**src/rtl/four_bit_adder.sv**
```systemverilog
// Registered 4-bit ripple-carry adder, 5-bit result with carry-out.
// Define FOUR_BIT_ADDER_OVF_EN to add a registered signed-overflow output ovf.
module four_bit_adder (
    input  logic       clk,
    input  logic       rst_n,
    input  logic       in_valid,
    input  logic [3:0] a,
    input  logic [3:0] b,
    output logic [4:0] s,
`ifdef FOUR_BIT_ADDER_OVF_EN
    output logic       ovf,
`endif
    output logic       out_valid
);

    logic [4:0] c;
    logic [3:0] sum;
    logic [4:0] s_d, s_q;
    logic       vld_d, vld_q;

    assign c[0] = 1'b0;

    for (genvar i = 0; i < 4; i++) begin : g_fa
        assign sum[i]   = a[i] ^ b[i] ^ c[i];
        assign c[i+1]   = (a[i] & b[i]) | (c[i] & (a[i] ^ b[i]));
    end

    // Operands are ignored while idle, so X on a/b cannot reach s.
    always_comb begin
        s_d   = s_q;
        vld_d = 1'b0;
        if (in_valid) begin
            s_d   = {c[4], sum};
            vld_d = 1'b1;
        end
    end

    always_ff @(posedge clk or negedge rst_n) begin
        if (!rst_n) begin
            s_q   <= 5'd0;
            vld_q <= 1'b0;
        end else begin
            s_q   <= s_d;
            vld_q <= vld_d;
        end
    end

    assign s         = s_q;
    assign out_valid = vld_q;

`ifdef FOUR_BIT_ADDER_OVF_EN
    logic ovf_d, ovf_q;

    always_comb begin
        ovf_d = ovf_q;
        if (in_valid) begin
            ovf_d = c[4] ^ c[3];
        end
    end

    always_ff @(posedge clk or negedge rst_n) begin
        if (!rst_n) begin
            ovf_q <= 1'b0;
        end else begin
            ovf_q <= ovf_d;
        end
    end

    assign ovf = ovf_q;
`endif

endmodule

```
**config.mk**
```make
export PLATFORM = sky130hd
export DESIGN_NAME = four_bit_adder
export DESIGN_NICKNAME = d
export VERILOG_FILES = /design/src/rtl/four_bit_adder.sv
export SDC_FILE = /design/constraint.sdc
export NUM_CORES = 1
export LEC_CHECK = 0
export CAP_MARGIN = 30
export CELL_PAD_IN_SITES_DETAIL_PLACEMENT = 2
export CELL_PAD_IN_SITES_GLOBAL_PLACEMENT = 2
export CORE_MARGIN = 1
export CORE_UTILIZATION = 21
export DETAILED_ROUTE_END_ITERATION = 16
export GPL_TIMING_DRIVEN = 0
export PLACE_DENSITY = 0.68
export SLEW_MARGIN = 20
export SYNTH_ARGS = -nofsm -noshare
export SYNTH_HDL_FRONTEND = slang
export SYNTH_SLANG_ARGS = --single-unit
```
**constraint.sdc**
```tcl
create_clock -name clk -period 0.9 [get_ports clk]
set_input_delay 0.09 -clock clk [delete_from_list [all_inputs] [get_ports clk]]
set_output_delay 0.09 -clock clk [all_outputs]
set_load 0.01 [all_outputs]
```
Yosys cells after proc, flatten, opt, wreduce, memory -nomap -nowiden
Cells that the tools add are included.
{"block": "op_classes", "n_mux": 1, "bitwise_logic": 17}
{"cell": "bitwise AND 1 bit", "count": 7}
{"cell": "bitwise XOR 1 bit", "count": 7}
{"cell": "bitwise OR 1 bit", "count": 3}
{"cell": "2-to-1 mux 1 bit", "count": 1}
{"block": "word_totals", "reg_bits": 6, "word_cells": 20}

Depth between registers and ports, before layout
{"block": "depth", "ltp_word": 7, "depth_mapped": 8, "ltp_nobuf": 8}

Worst setup path before layout
No wires, ideal clock.
{"block": "synth_path", "kind": "input -> register", "from": "input port a[0]", "to": "register s_q[3], in the netlist s[3]", "setup_time_ps": 79, "arrival_ps": 1426, "required_time_ps": 821, "slack_ps": -605, "cell_stages": 8, "path_cell_list": "ha_1 inv_1 fa_1 inv_1 fa_1 inv_1 fa_1 mux2i_1"}
{"block": "synth_via", "elab_chain_cells": 6}
{"element": "start: declaration", "line": "7", "rtl": "input logic [3:0] a,"}
{"element": "bitwise AND 1 bit (2 in series)", "line": "25", "rtl": "assign c[i+1] = (a[i] & b[i]) | (c[i] & (a[i] ^ b[i]));"}
{"element": "bitwise OR 1 bit", "line": "25"}
{"element": "bitwise AND 1 bit", "line": "25"}
{"element": "bitwise OR 1 bit", "line": "25"}
{"element": "bitwise XOR 1 bit", "line": "24", "rtl": "assign sum[i] = a[i] ^ b[i] ^ c[i];"}
{"element": "end signal: assignment", "line": "40", "rtl": "s_q <= 5'd0;"}
{"element": "end signal: assignment", "line": "43", "rtl": "s_q <= s_d;"}
{"element": "end: declaration", "line": "18", "rtl": "logic [4:0] s_d, s_q;"}
No other way between the ends.
A chain may end at the register's enable or synchronous reset.

Worst setup path after layout
{"block": "layout_path", "from": "input port b[0]", "to": "register s_q[3], in the netlist s[3]"}
{"block": "layout_via", "elab_chain_cells": 6}
{"element": "start: declaration", "line": "8", "rtl": "input logic [3:0] b,"}
{"element": "bitwise AND 1 bit (2 in series)", "line": "25"}
{"element": "bitwise OR 1 bit", "line": "25"}
{"element": "bitwise AND 1 bit", "line": "25"}
{"element": "bitwise OR 1 bit", "line": "25"}
{"element": "bitwise XOR 1 bit", "line": "24"}
No other way between the ends.

==> results.md <==
* Seq cells post-synth at 6
* Fin. Hold Viols at 0
* Hold Startpoint: in_valid
* Final WS setup at -469 ps
* Via Count at 245
* Pwr per Cell Area at 1550 nW/um2
* GR Overflow Total at 0
* R2R depth at 1
* Area occupied by multi-input gates at 149 um2
* Via density per instance at 4.02
* Crit end category: flip-flop
* R2R Path Start: s[0]
* Max Slew Vio Count at 0
* Final setup viols at 3
* DRC viols at 0
* Root Buffer: clkbuf_4
* Clk sinks at 6
* DR iter-0 viols at 0
* Critical Path AT at 1520 ps
* F_max at 0.730 GHz
* Main synth FF type: dfrtp_1
* CTS H-Tree Depth at 1
* Slew @ Worst Pin at 259 ps
* Post-synthesis area per instance at 12.6 um2
* Reg area at 150 um2
* Chip width at 41.4 um
* Synth top area cells: dfrtp_1, fa_1, inv_1, mux2_4, mux2i_1
* RSZ-0062 raised after global routing: true
* # nets final at 63
* Vias in the first global route at 310
* Clock-pin slew on the worst setup and hold paths at 40 ps
* Worst vdd ir at 944 uV
* DR WL/cell at 12.0 um
* Drt first pass iters at 1
* Total track usage at 10.7%
* Crit path launch type: input pin
* Outcome: complete, but fails checks
* Final Core Density at 38.1%
* Antenna violations before repair at 0
* FILL cells at 159
* # hold bufs at CTS at 0
* Fin crit share at 152%
* Drt total wl at 732 um
* Largest net degree at the start of global routing at 7
* Initial Util at 23.9%
* Number of flops mapped to enable cells by yosys at 0
* Clock Latency Late Sink at 240 ps
* Area Overhead vs Synth at 59.4%
* Synth area leader: dfrtp_1
* CP Class: in -> reg
* GPL Wtd Cong at 0.652
* Sequential share of the synthesized area at 46.0%
* Placed instance count at 57
* Pleak at 0.280 nW
* WHS Path Cells at 1
* Die ar. at 1720 um2
* Share of cells above drive strength 1 at 54.3%
* Reg2Reg Setup Slack at 150 ps
* Top cell type's share of synthesized area at 46.0%
* PortBufs at 16
* Post-route insts no fill at 61
* Core ar. at 1370 um2
* Critical Path RT at 1060 ps
* Synth cell count leaders: inv_1, dfrtp_1, fa_1, mux2_4, mux2i_1
* TritonCTS clock tree: built
* Post-synthesis cell count at 26
* Post-layout min period at 1370 ps
* Syn_nets at 41
* Netlist cell types at 9
* Max Cap Viol at 0
* Post-Syn Area at 327 um2
* Post-DRT Antenna Nets at 0
* Rows at 13
* Number of CTS-inserted buffers at 3
* Die Ht at 41.4 um
* Hold endpoint: out_valid
* Min-delay worst type: in -> reg
* Setup Skew at 0 ps
* R2R Path End: s[0]
* Asr flop ratio synth at 100%
* Failing checks: setup timing
* Max FO, Critical Path at 1
* Max-slew headroom at 82.7%
* Max Buffers Root-to-Sink at 2
* Count of inserted antenna diode cells at 0
* YS warnings at 0
* I/O pin count at 17
* Most common cell in the netlist: inv_1
* Global-route wire length before repair at 1300 um
* Overall power at 0.000807 W
## where the power goes
part	internal (W)	switching, W	total, W
combinational	0.000129	0.000103	0.000231
clock	0.000150	0.0000894	0.000240
sequential	0.000314	0.0000221	0.000336
total	0.000593	0.000214	0.000807
## area by class of cell
class	instances	area share, %
Inverter	9	6.49
Clock buffer	3	4.33
Sequential cell	6	28.8
Buffer	1	2.16
Timing Repair Buffer	17	26.0
Tap cell	15	3.61
Multi-Input combinational cell	10	28.6
## logic make-up (layout without fill, tap and decap cells)
logic type | count (synthesis) | after routing | synth area share, %
AO/OA/AOI/OAI | 1 | 1 | 1.53
adder cells (fa/ha/maj) | 4 | 4 | 22.2
buffers and inverters | 10 | 30 | 13.8
flip-flops | 6 | 6 | 46.0
AND/OR/NAND/NOR | 1 | 1 | 1.15
multiplexers | 4 | 4 | 15.3
## state kept, by name, indices dropped and copies added, names as in the netlist
name / count
s: 5
out_valid: 1
## worst max-delay path by stage
stage | start | cells past startpoint | end | slack, ps
5_1_grt | a[0] | 9 | s[3] | -560
3_5_place_dp | a[0] | 9 | s[3] | -1160
6_report | b[0] | 9 | s[3] | -470
4_1_cts | b[0] | 9 | s[3] | -540
3_3_place_gp | a[0] | 9 | s[3] | -1140
2_1_floorplan | a[0] | 8 | s[3] | -540
## repair_timing
item | 4_1_cts | 5_1_grt
resized for setup | 41 | 5
pin swaps | 4 | 3
endpoints found under the setup margin | 11 | 4
setup buffers | 0 | 1
## per-layer routing
| layer | part of all wire [%] | vias to the layer above | track usage, % |
|---|---|---|---|
| met5 | 0 | - | 0 |
| met4 | 0 | 0 | 3.87 |
| met3 | 7.0 | 0 | 7.39 |
| met2 | 58 | 10 | 18.8 |
| met1 | 35 | 119 | 9.46 |
| li1 | - | 116 | - |
## layout by cell type, fill, tap and decap left out, drive strengths merged
cell	synthesis	routed
inv	9	9
ha	1	1
fa	3	3
a21oi	1	1
mux2	2	2
buf	1	11
dfrtp	6	6
mux2i	2	2
nor2	1	1
clkdlybuf4s50	0	4
dlymetal6s2s	0	2
clkbuf	0	4
## worst max-delay path: stages
cell	delay, ps
buf_6	100
ha_4	150
inv_2	50
fa_2	180
inv_2	40
fa_2	320
inv_2	60
fa_1	390
mux2i_1	150
## stage by stage
| step | setup TNS (ps) | hold slack (ps) | cell area [um2] | worst slack (ps) |
|---|---|---|---|---|
| 3_5_place_dp | -4520 | 352 | 523 | -1160 |
| 3_3_place_gp | -4310 | 345 | 523 | -1140 |
| 5_1_grt | -1350 | 23.6 | 520 | -564 |
| 6_report | -1160 | 13.9 | 520 | -469 |
| 4_1_cts | -1360 | 87.1 | 512 | -540 |
| 2_1_floorplan | -1470 | -206 | 344 | -545 |
No activity file was read; power rests on OpenSTA's default activity.
